File: config.mk
export PLATFORM = sky130hd
export DESIGN_NAME = fir_mac_engine
export DESIGN_NICKNAME = d
export VERILOG_FILES = /design/src/rtl/fir_mac_engine.sv
export SDC_FILE = /design/constraint.sdc
export NUM_CORES = 2
export LEC_CHECK = 0
export ABC_AREA = 0
export CORE_MARGIN = 3
export CORE_UTILIZATION = 45
export CTS_CLUSTER_SIZE = 14
export DETAILED_ROUTE_END_ITERATION = 10
export MAX_ROUTING_LAYER = met4
export PLACE_DENSITY = 0.56
export SYNTH_ARGS = -nofsm -noshare
export SYNTH_HDL_FRONTEND = slang
export SYNTH_SLANG_ARGS = --single-unit
export TNS_END_PERCENT = 5
File: constraint.sdc
create_clock -name clk -period 13.61 [get_ports clk]
set_input_delay 1.361 -clock clk [delete_from_list [all_inputs] [get_ports clk]]
set_output_delay 1.361 -clock clk [all_outputs]
set_load 0.005 [all_outputs]
File: src/rtl/fir_mac_engine.sv
// Sequential 64-tap FIR engine: one multiply-accumulate per clock against an external coefficient ROM.
// Optional FIR_ROUND_EN macro selects round-half-up before the output shift (default: floor).
module fir_mac_engine #(
  parameter int WIDTH     = 16,
  parameter int TAPS      = 64,
  parameter int ADR_W     = 6,
  parameter int ACC_W     = 40,
  parameter int OUT_SHIFT = 15
) (
  input  logic             clk,
  input  logic             rst,
  input  logic             in_valid,
  output logic             in_ready,
  input  logic [WIDTH-1:0] in_data,
  output logic [ADR_W-1:0] coef_adr,
  input  logic [WIDTH-1:0] coef_in,
  output logic             out_valid,
  input  logic             out_ready,
  output logic [WIDTH-1:0] out_data
);

  // Handshakes: a transfer happens on a rising edge where valid and ready are both high;
  // a valid source holds its data stable until that edge, and ready never depends on valid.

  typedef enum logic [1:0] {S_IDLE, S_MAC, S_OUT} state_t;

  localparam logic signed [ACC_W:0] SAT_MAX = {{(ACC_W+2-WIDTH){1'b0}}, {(WIDTH-1){1'b1}}};
  localparam logic signed [ACC_W:0] SAT_MIN = {{(ACC_W+2-WIDTH){1'b1}}, {(WIDTH-1){1'b0}}};
`ifdef FIR_ROUND_EN
  localparam logic signed [ACC_W:0] ROUND_BIAS =
    {{(ACC_W+1-OUT_SHIFT){1'b0}}, 1'b1, {(OUT_SHIFT-1){1'b0}}};
`else
  localparam logic signed [ACC_W:0] ROUND_BIAS = '0;
`endif

  state_t                   state_q, state_d;
  logic [ADR_W-1:0]         wptr_q, wptr_d;
  logic [ADR_W-1:0]         k_q, k_d;
  logic signed [ACC_W-1:0]  acc_q, acc_d;
  logic [WIDTH-1:0]         buf_q [TAPS];
  logic [WIDTH-1:0]         buf_d [TAPS];
  logic                     in_ready_q, in_ready_d;
  logic                     out_valid_q, out_valid_d;
  logic [WIDTH-1:0]         out_data_q, out_data_d;

  logic [ADR_W-1:0]         rd_idx;
  logic signed [2*WIDTH-1:0] prod;
  logic signed [ACC_W-1:0]  acc_sum;
  logic signed [ACC_W:0]    rnd_acc;
  logic signed [ACC_W:0]    shifted;
  logic [WIDTH-1:0]         sat_out;

  // Newest sample sits at wptr; tap k reads k samples back, wrapping modulo TAPS.
  assign rd_idx  = wptr_q - k_q;
  assign prod    = $signed(coef_in) * $signed(buf_q[rd_idx]);
  assign acc_sum = acc_q + {{(ACC_W-2*WIDTH){prod[2*WIDTH-1]}}, prod};
  assign rnd_acc = {acc_sum[ACC_W-1], acc_sum} + ROUND_BIAS;
  assign shifted = rnd_acc >>> OUT_SHIFT;

  always_comb begin
    sat_out = shifted[WIDTH-1:0];
    if (shifted > SAT_MAX) begin
      sat_out = SAT_MAX[WIDTH-1:0];
    end else if (shifted < SAT_MIN) begin
      sat_out = SAT_MIN[WIDTH-1:0];
    end
  end

  always_comb begin
    state_d    = state_q;
    wptr_d     = wptr_q;
    k_d        = k_q;
    acc_d      = acc_q;
    buf_d      = buf_q;
    out_data_d = out_data_q;
    case (state_q)
      S_IDLE: begin
        if (in_valid && in_ready_q) begin
          buf_d[wptr_q] = in_data;
          acc_d         = '0;
          k_d           = '0;
          state_d       = S_MAC;
        end
      end
      S_MAC: begin
        acc_d = acc_sum;
        if (k_q == ADR_W'(TAPS-1)) begin
          wptr_d     = wptr_q + ADR_W'(1);
          k_d        = '0;
          out_data_d = sat_out;
          state_d    = S_OUT;
        end else begin
          k_d = k_q + ADR_W'(1);
        end
      end
      S_OUT: begin
        if (out_ready) begin
          state_d = S_IDLE;
        end
      end
      default: state_d = S_IDLE;
    endcase
    // k is parked at zero outside MAC, so it doubles as the ROM address.
    in_ready_d  = (state_d == S_IDLE);
    out_valid_d = (state_d == S_OUT);
  end

  always_ff @(posedge clk) begin
    if (!rst) begin
      state_q     <= S_IDLE;
      wptr_q      <= '0;
      k_q         <= '0;
      acc_q       <= '0;
      in_ready_q  <= 1'b0;
      out_valid_q <= 1'b0;
      out_data_q  <= '0;
      for (int i = 0; i < TAPS; i++) begin
        buf_q[i] <= '0;
      end
    end else begin
      state_q     <= state_d;
      wptr_q      <= wptr_d;
      k_q         <= k_d;
      acc_q       <= acc_d;
      in_ready_q  <= in_ready_d;
      out_valid_q <= out_valid_d;
      out_data_q  <= out_data_d;
      buf_q       <= buf_d;
    end
  end

  assign in_ready  = in_ready_q;
  assign out_valid = out_valid_q;
  assign out_data  = out_data_q;
  assign coef_adr  = k_q;

endmodule

# == Word-level counts from Yosys, hierarchy flattened ==
# Index checks and enable logic that the tools add are counted.
# word_totals
regBits,1096
input_bits,36
out_inout_bits,24
wordCells,113
# classes
n_mul,1
muxes,17
addsub,4
bitwise,2
magnitude_cmp,5
reduce_logical,8
eq_ne,5
# op_table
operator,count
$bwmux W1024,1
$bmux W16 S6,1
$demux W16 S6,1
$mux W16,5
$pmux W40 S2,1
$add A40 B40 Y40,1
$mux W40,1
$mul A16 B16 Y32,1
$gt A25 B16 Y1 const B,1
$lt A25 B16 Y1 const B,1
$ge A7 B7 Y1 const B,2
$not A6 Y7,2
$add A6 B1 Y6 const B,2
$mux W6,2
$pmux W6 S2,1
$lt A7 B1 Y1 const B,1
$eq A6 B6 Y1 const B,1
$mux W2,3
$pmux W2 S3,1
$reduce_and A2 Y1,3
$sub A6 B6 Y6,1
$eq A2 B2 Y1 const B,2
$logic_not A2 Y1,2
$eq A2 B1 Y1 const B,1
other kinds (3),4

# == Depth between registers and ports, before layout ==
# logic_depth
depth_word,10
mapped_depth,50
depth_no_buf,45

# == Worst setup path before layout ==
# Ideal clock, no wire load.
# synth_timing
kind,register to register
from,register wptr_q[0]
to,"register out_data_q[10], in the netlist out_data[10]"
synth_period_minus_slack_ns,11.702
path_stages_with_launch,44
required_ns,13.488
arrival_ns,11.580
slack_ns,1.908
path_cell_list,dfxtp_1 -> clkbuf_1 -> inv_1 -> ha_1 -> fa_1 -> xnor2_2 -> buf_1 -> mux4_2 -> mux2_2 -> o21ai_1 -> clkbuf_1 -> nor2b_1 -> fa_1 -> inv_1 -> fa_1 -> fa_1 -> fa_1 -> inv_1 -> [... 8 more ...] -> o21bai_1 -> a21oi_1 -> o21bai_1 -> a21oi_1 -> xnor2_1 -> ha_1 -> buf_4 -> nand4_1 -> or3_1 -> or3_1 -> a211o_1 -> a21oi_2 -> nor2_1 -> xor2_1 -> nor4_1 -> a31oi_1 -> clkbuf_2 -> o21ai_1
# synth_via
elab_chain_len,10
elab_cells_between_ends,11
cone_classes,add/sub: 2; mul: 1; order compare: 2; mux: 5; bitwise: 1
# synth_rtl
item,line,text
from (decl),37,"logic [ADR_W-1:0] wptr_q, wptr_d;"
from (signal assigned),122,wptr_q <= wptr_d;
$sub A6 B6 Y6 *,54,assign rd_idx = wptr_q - k_q;
$not A6 Y7 (not written as such) *,55,assign prod = $signed(coef_in) * $signed(buf_q[rd_idx]);
$bmux W16 S6 *,55,
$mux W16 (not written as such) * (2 in series),55,
$mul A16 B16 Y32 *,55,
$add A40 B40 Y40 *,56,"assign acc_sum = acc_q + {{(ACC_W-2*WIDTH){prod[2*WIDTH-1]}}, prod};"
$lt A25 B16 Y1,64,end else if (shifted < SAT_MIN) begin
$mux W16,64,
$mux W16 *,62,if (shifted > SAT_MAX) begin
to (signal assigned),127,out_data_q <= out_data_d;
to (decl),44,"logic [WIDTH-1:0] out_data_q, out_data_d;"
# Mark *: on every way between the ends. The rest lies on a longest branch, timed or not. The select of a mux whose other input is x is not followed.
# A chain may end at the register's enable or synchronous reset.

# == Worst setup path in the final report ==
# layout_timing
from,register wptr_q[0]
to,"register out_data_q[3], in the netlist out_data[3]"
# The elaborated chain is that of the path after synthesis.

==> results.toml <==
[sta]
rsz0062_at_grt = "false"
finalCritPeriodShare_pct = 95.2
relSlewSlack_pct = 15.2
finalHoldViolCount = 0
setup_violations = 0
setup-tns-final_ns = 0
period_minus_slack_ns = 12.96
slew_viol_final = 0
worstMarginPinSlew_ns = 1.27
worst_clock_skew_ns = 0.0798
worst_hold_slack_ns = 0.462
fmax_mhz = 77.2

[cells_and_area]
finish.utilization_pct = 50.3
antenna-diode-count = 0
nets = 7095
drive_gt1_share_pct = 11.1
syn2layout_area_growth_pct = 10.3

[cts]
clkSlewWorstSetupHoldPaths_ns = 0.07
cts_tree = "yes"
numCtsBuffers = 119
hold_buffers = 0
cts_root_buf = "clkbuf_16"
clockBufferDepth = 3
htreeDepth = 3
insertion_delay_ns = 0.75
clkSinkCount = 1096

[placement]
dp_hpwl_um = 125000
gp_congestion = 0.881
port_buffers = 59

[detailed_routing]
ant_nets = 0
dr.pass1.iters = 8
routedWlPerCell_um = 23.1
vias_per_cell = 5.62
drc_errors = 0
drt-total-wl_um = 197000
num_vias = 48000
drtIter0Drc = 3637

[outcome]
status = "complete, no violations"

[synth]
avgSynthCellArea_um2 = 8.92
async_flop_share_pct = 0
synth_top_area_share_pct = 35.8
ys_warn_count = 0
synth_nets = 7294
synth_edf_count = 0
ys_types = 70
ys_seq_area_share_pct = 35.8
synth-seq-cells = 1096
yosys-top-cells-count = "nand2_1, dfxtp_1, a21boi_0, clkbuf_1, inv_1"
dominantRegCellSynth = "dfxtp_1"
synth_cells = 6866
yosysMostFrequentCell = "nand2_1"
yosys.area.top_type = "dfxtp_1"
synth_area_leaders = "dfxtp_1, nand2_1, a21boi_0, mux4_2, fa_1"
synth_area_um2 = 61300

[power]
ir_drop_v = 0.000240
p_switching_mw = 5.15
power.density_nw_per_um2 = 185
p_comb_share_pct = 46.5
power_frac_seq_pct = 26.0
p_clk_share_pct = 27.4
power_leakage_nw = 23.9
p_sw_share_pct = 41.3
p_int_mw = 7.33

[die]
die_h_um = 375
io_pins = 60
row_count = 134
start_util_pct = 45.6
die_area_um2 = 141000
core_um2 = 134000
die_x_um = 375

[critical_path]
crit_path_end_kind = "register"
arrival_ns = 13.57
crit_top_cell = "fa_1"
critPathMaxStageDelay_ns = 1.10
critical_path.max_fanout = 25
crit_buf_inv = 8
critPathLaunchType = "register"
path_class = "register to register"
worstPathRequired_ns = 14.22
crit_slowest_cell = "fa_4"
r2r_slack_ns = 0.65
path_delay_family = "adder cells"

[grt]
grt_max_degree = 259
grt.overflow.total = 0
antenna_found_initial = 0
grt_pass1_vias = 46800
grt_use_total_pct = 28.6
grt_pass1_wl_um = 300000

[job]
cap_violations = 0

[worst_hold_path]
hp-class = "register to register"
[what timing repair did]
| item | in CTS | in global routing |
|---|---|---|
| hold endpoints to repair | 0 | 0 |
| buffers inserted | 0 | 1 |
| gates resized for setup | 0 | 7 |
| endpoints found under the setup margin | 0 | 15 |
[metrics by stage]
stage	area (um^2)	instances	power [mW]	setup WS, ns
after floorplan	61300	6866	7.43	1.91
after global placement	63400	8313	9.03	0.326
after detailed placement	63400	8313	9.03	0.121
after CTS	67500	8534	12.5	0.0743
after global routing	67600	8535	13.2	0.0722
final	67600	8535	12.5	0.651
[layout make-up]
class,count,area (um^2)
Fill cell,12500,66700
Sequential cell,1096,21900
Tap cell,1768,2210
Timing Repair Buffer,197,1750
Clock buffer,175,3480
Clock inverter,46,667
Multi-Input combinational cell,4930,36300
Inverter,323,1210
[final timing paths]
kind         cells past startpoint           to  startpoint
max reg2reg                     42  out_data[3]   wptr_q[0]
max                             42  out_data[3]   wptr_q[0]
min                              2   buf_q[414]  buf_q[414]
min reg2reg                      2   buf_q[414]  buf_q[414]
[registers in the layout, summed over array words and instances (netlist names)]
name,count
out_data,16
out_valid,1
wptr_q,6
coef_adr,6
in_ready,1
state_q,2
buf_q,1024
acc_q,40
[power groups by stage]
stage	Clock [mW]	Combinational (mW)	Sequential [mW]
2_1_floorplan	0	4.12	3.32
3_3_place_gp	0	5.71	3.32
3_5_place_dp	0	5.71	3.32
4_1_cts	3.48	5.73	3.25
5_1_grt	3.60	6.37	3.25
6_report	3.43	5.81	3.25
[cell usage in the layout (no fill, tap or decap), types with 25 or more instances in the layout]
master           instances
nand2b_1                32
ha_1                   126
o21ai_0                 59
dfxtp_1               1096
a21boi_0              1042
clkdlybuf4s50_1         42
nor2_1                  95
fa_1                   264
clkbuf_8                29
nor2_2                  34
buf_4                  122
xnor2_1                 51
nand2_1               2290
mux4_2                 320
clkbuf_16              119
a21oi_1                 80
nor2b_1                146
inv_1                  323
and2_1                  47
nand3_1                 41
clkbuf_1                27
o21a_1                  25
[tightest hold or removal path: cells and delay by family, from the launching register on]
kind,cells,cell delay (ns)
AND/OR/NAND/NOR,1,0.04
flip-flops,1,0.30
AO/OA/AOI/OAI,1,0.06
[cell families (layout without fill, tap and decap cells)]
logic type / Yosys count / in the layout / share of synthesized area [%]
AND/OR/NAND/NOR: 2758 / 2758 / 18.2
AO/OA/AOI/OAI: 1357 / 1357 / 16.1
flip-flops: 1096 / 1096 / 35.8
buffers and inverters: 840 / 741 / 5.28
adder cells (fa/ha/maj): 392 / 392 / 11.3
multiplexers: 348 / 348 / 12.2
XOR/XNOR: 75 / 75 / 1.12
[routing by layer]
| layer | vias to the layer above | part of all wire (%) | track usage [%] |
|---|---|---|---|
| li1 | 22300 | - | - |
| met1 | 23900 | 43 | 37.8 |
| met2 | 1394 | 47 | 45.7 |
| met3 | 342 | 5.9 | 3.95 |
| met4 | 0 | 3.5 | 8.95 |
| met5 | - | 0 | - |
No activity file was read; power rests on OpenSTA's default activity.
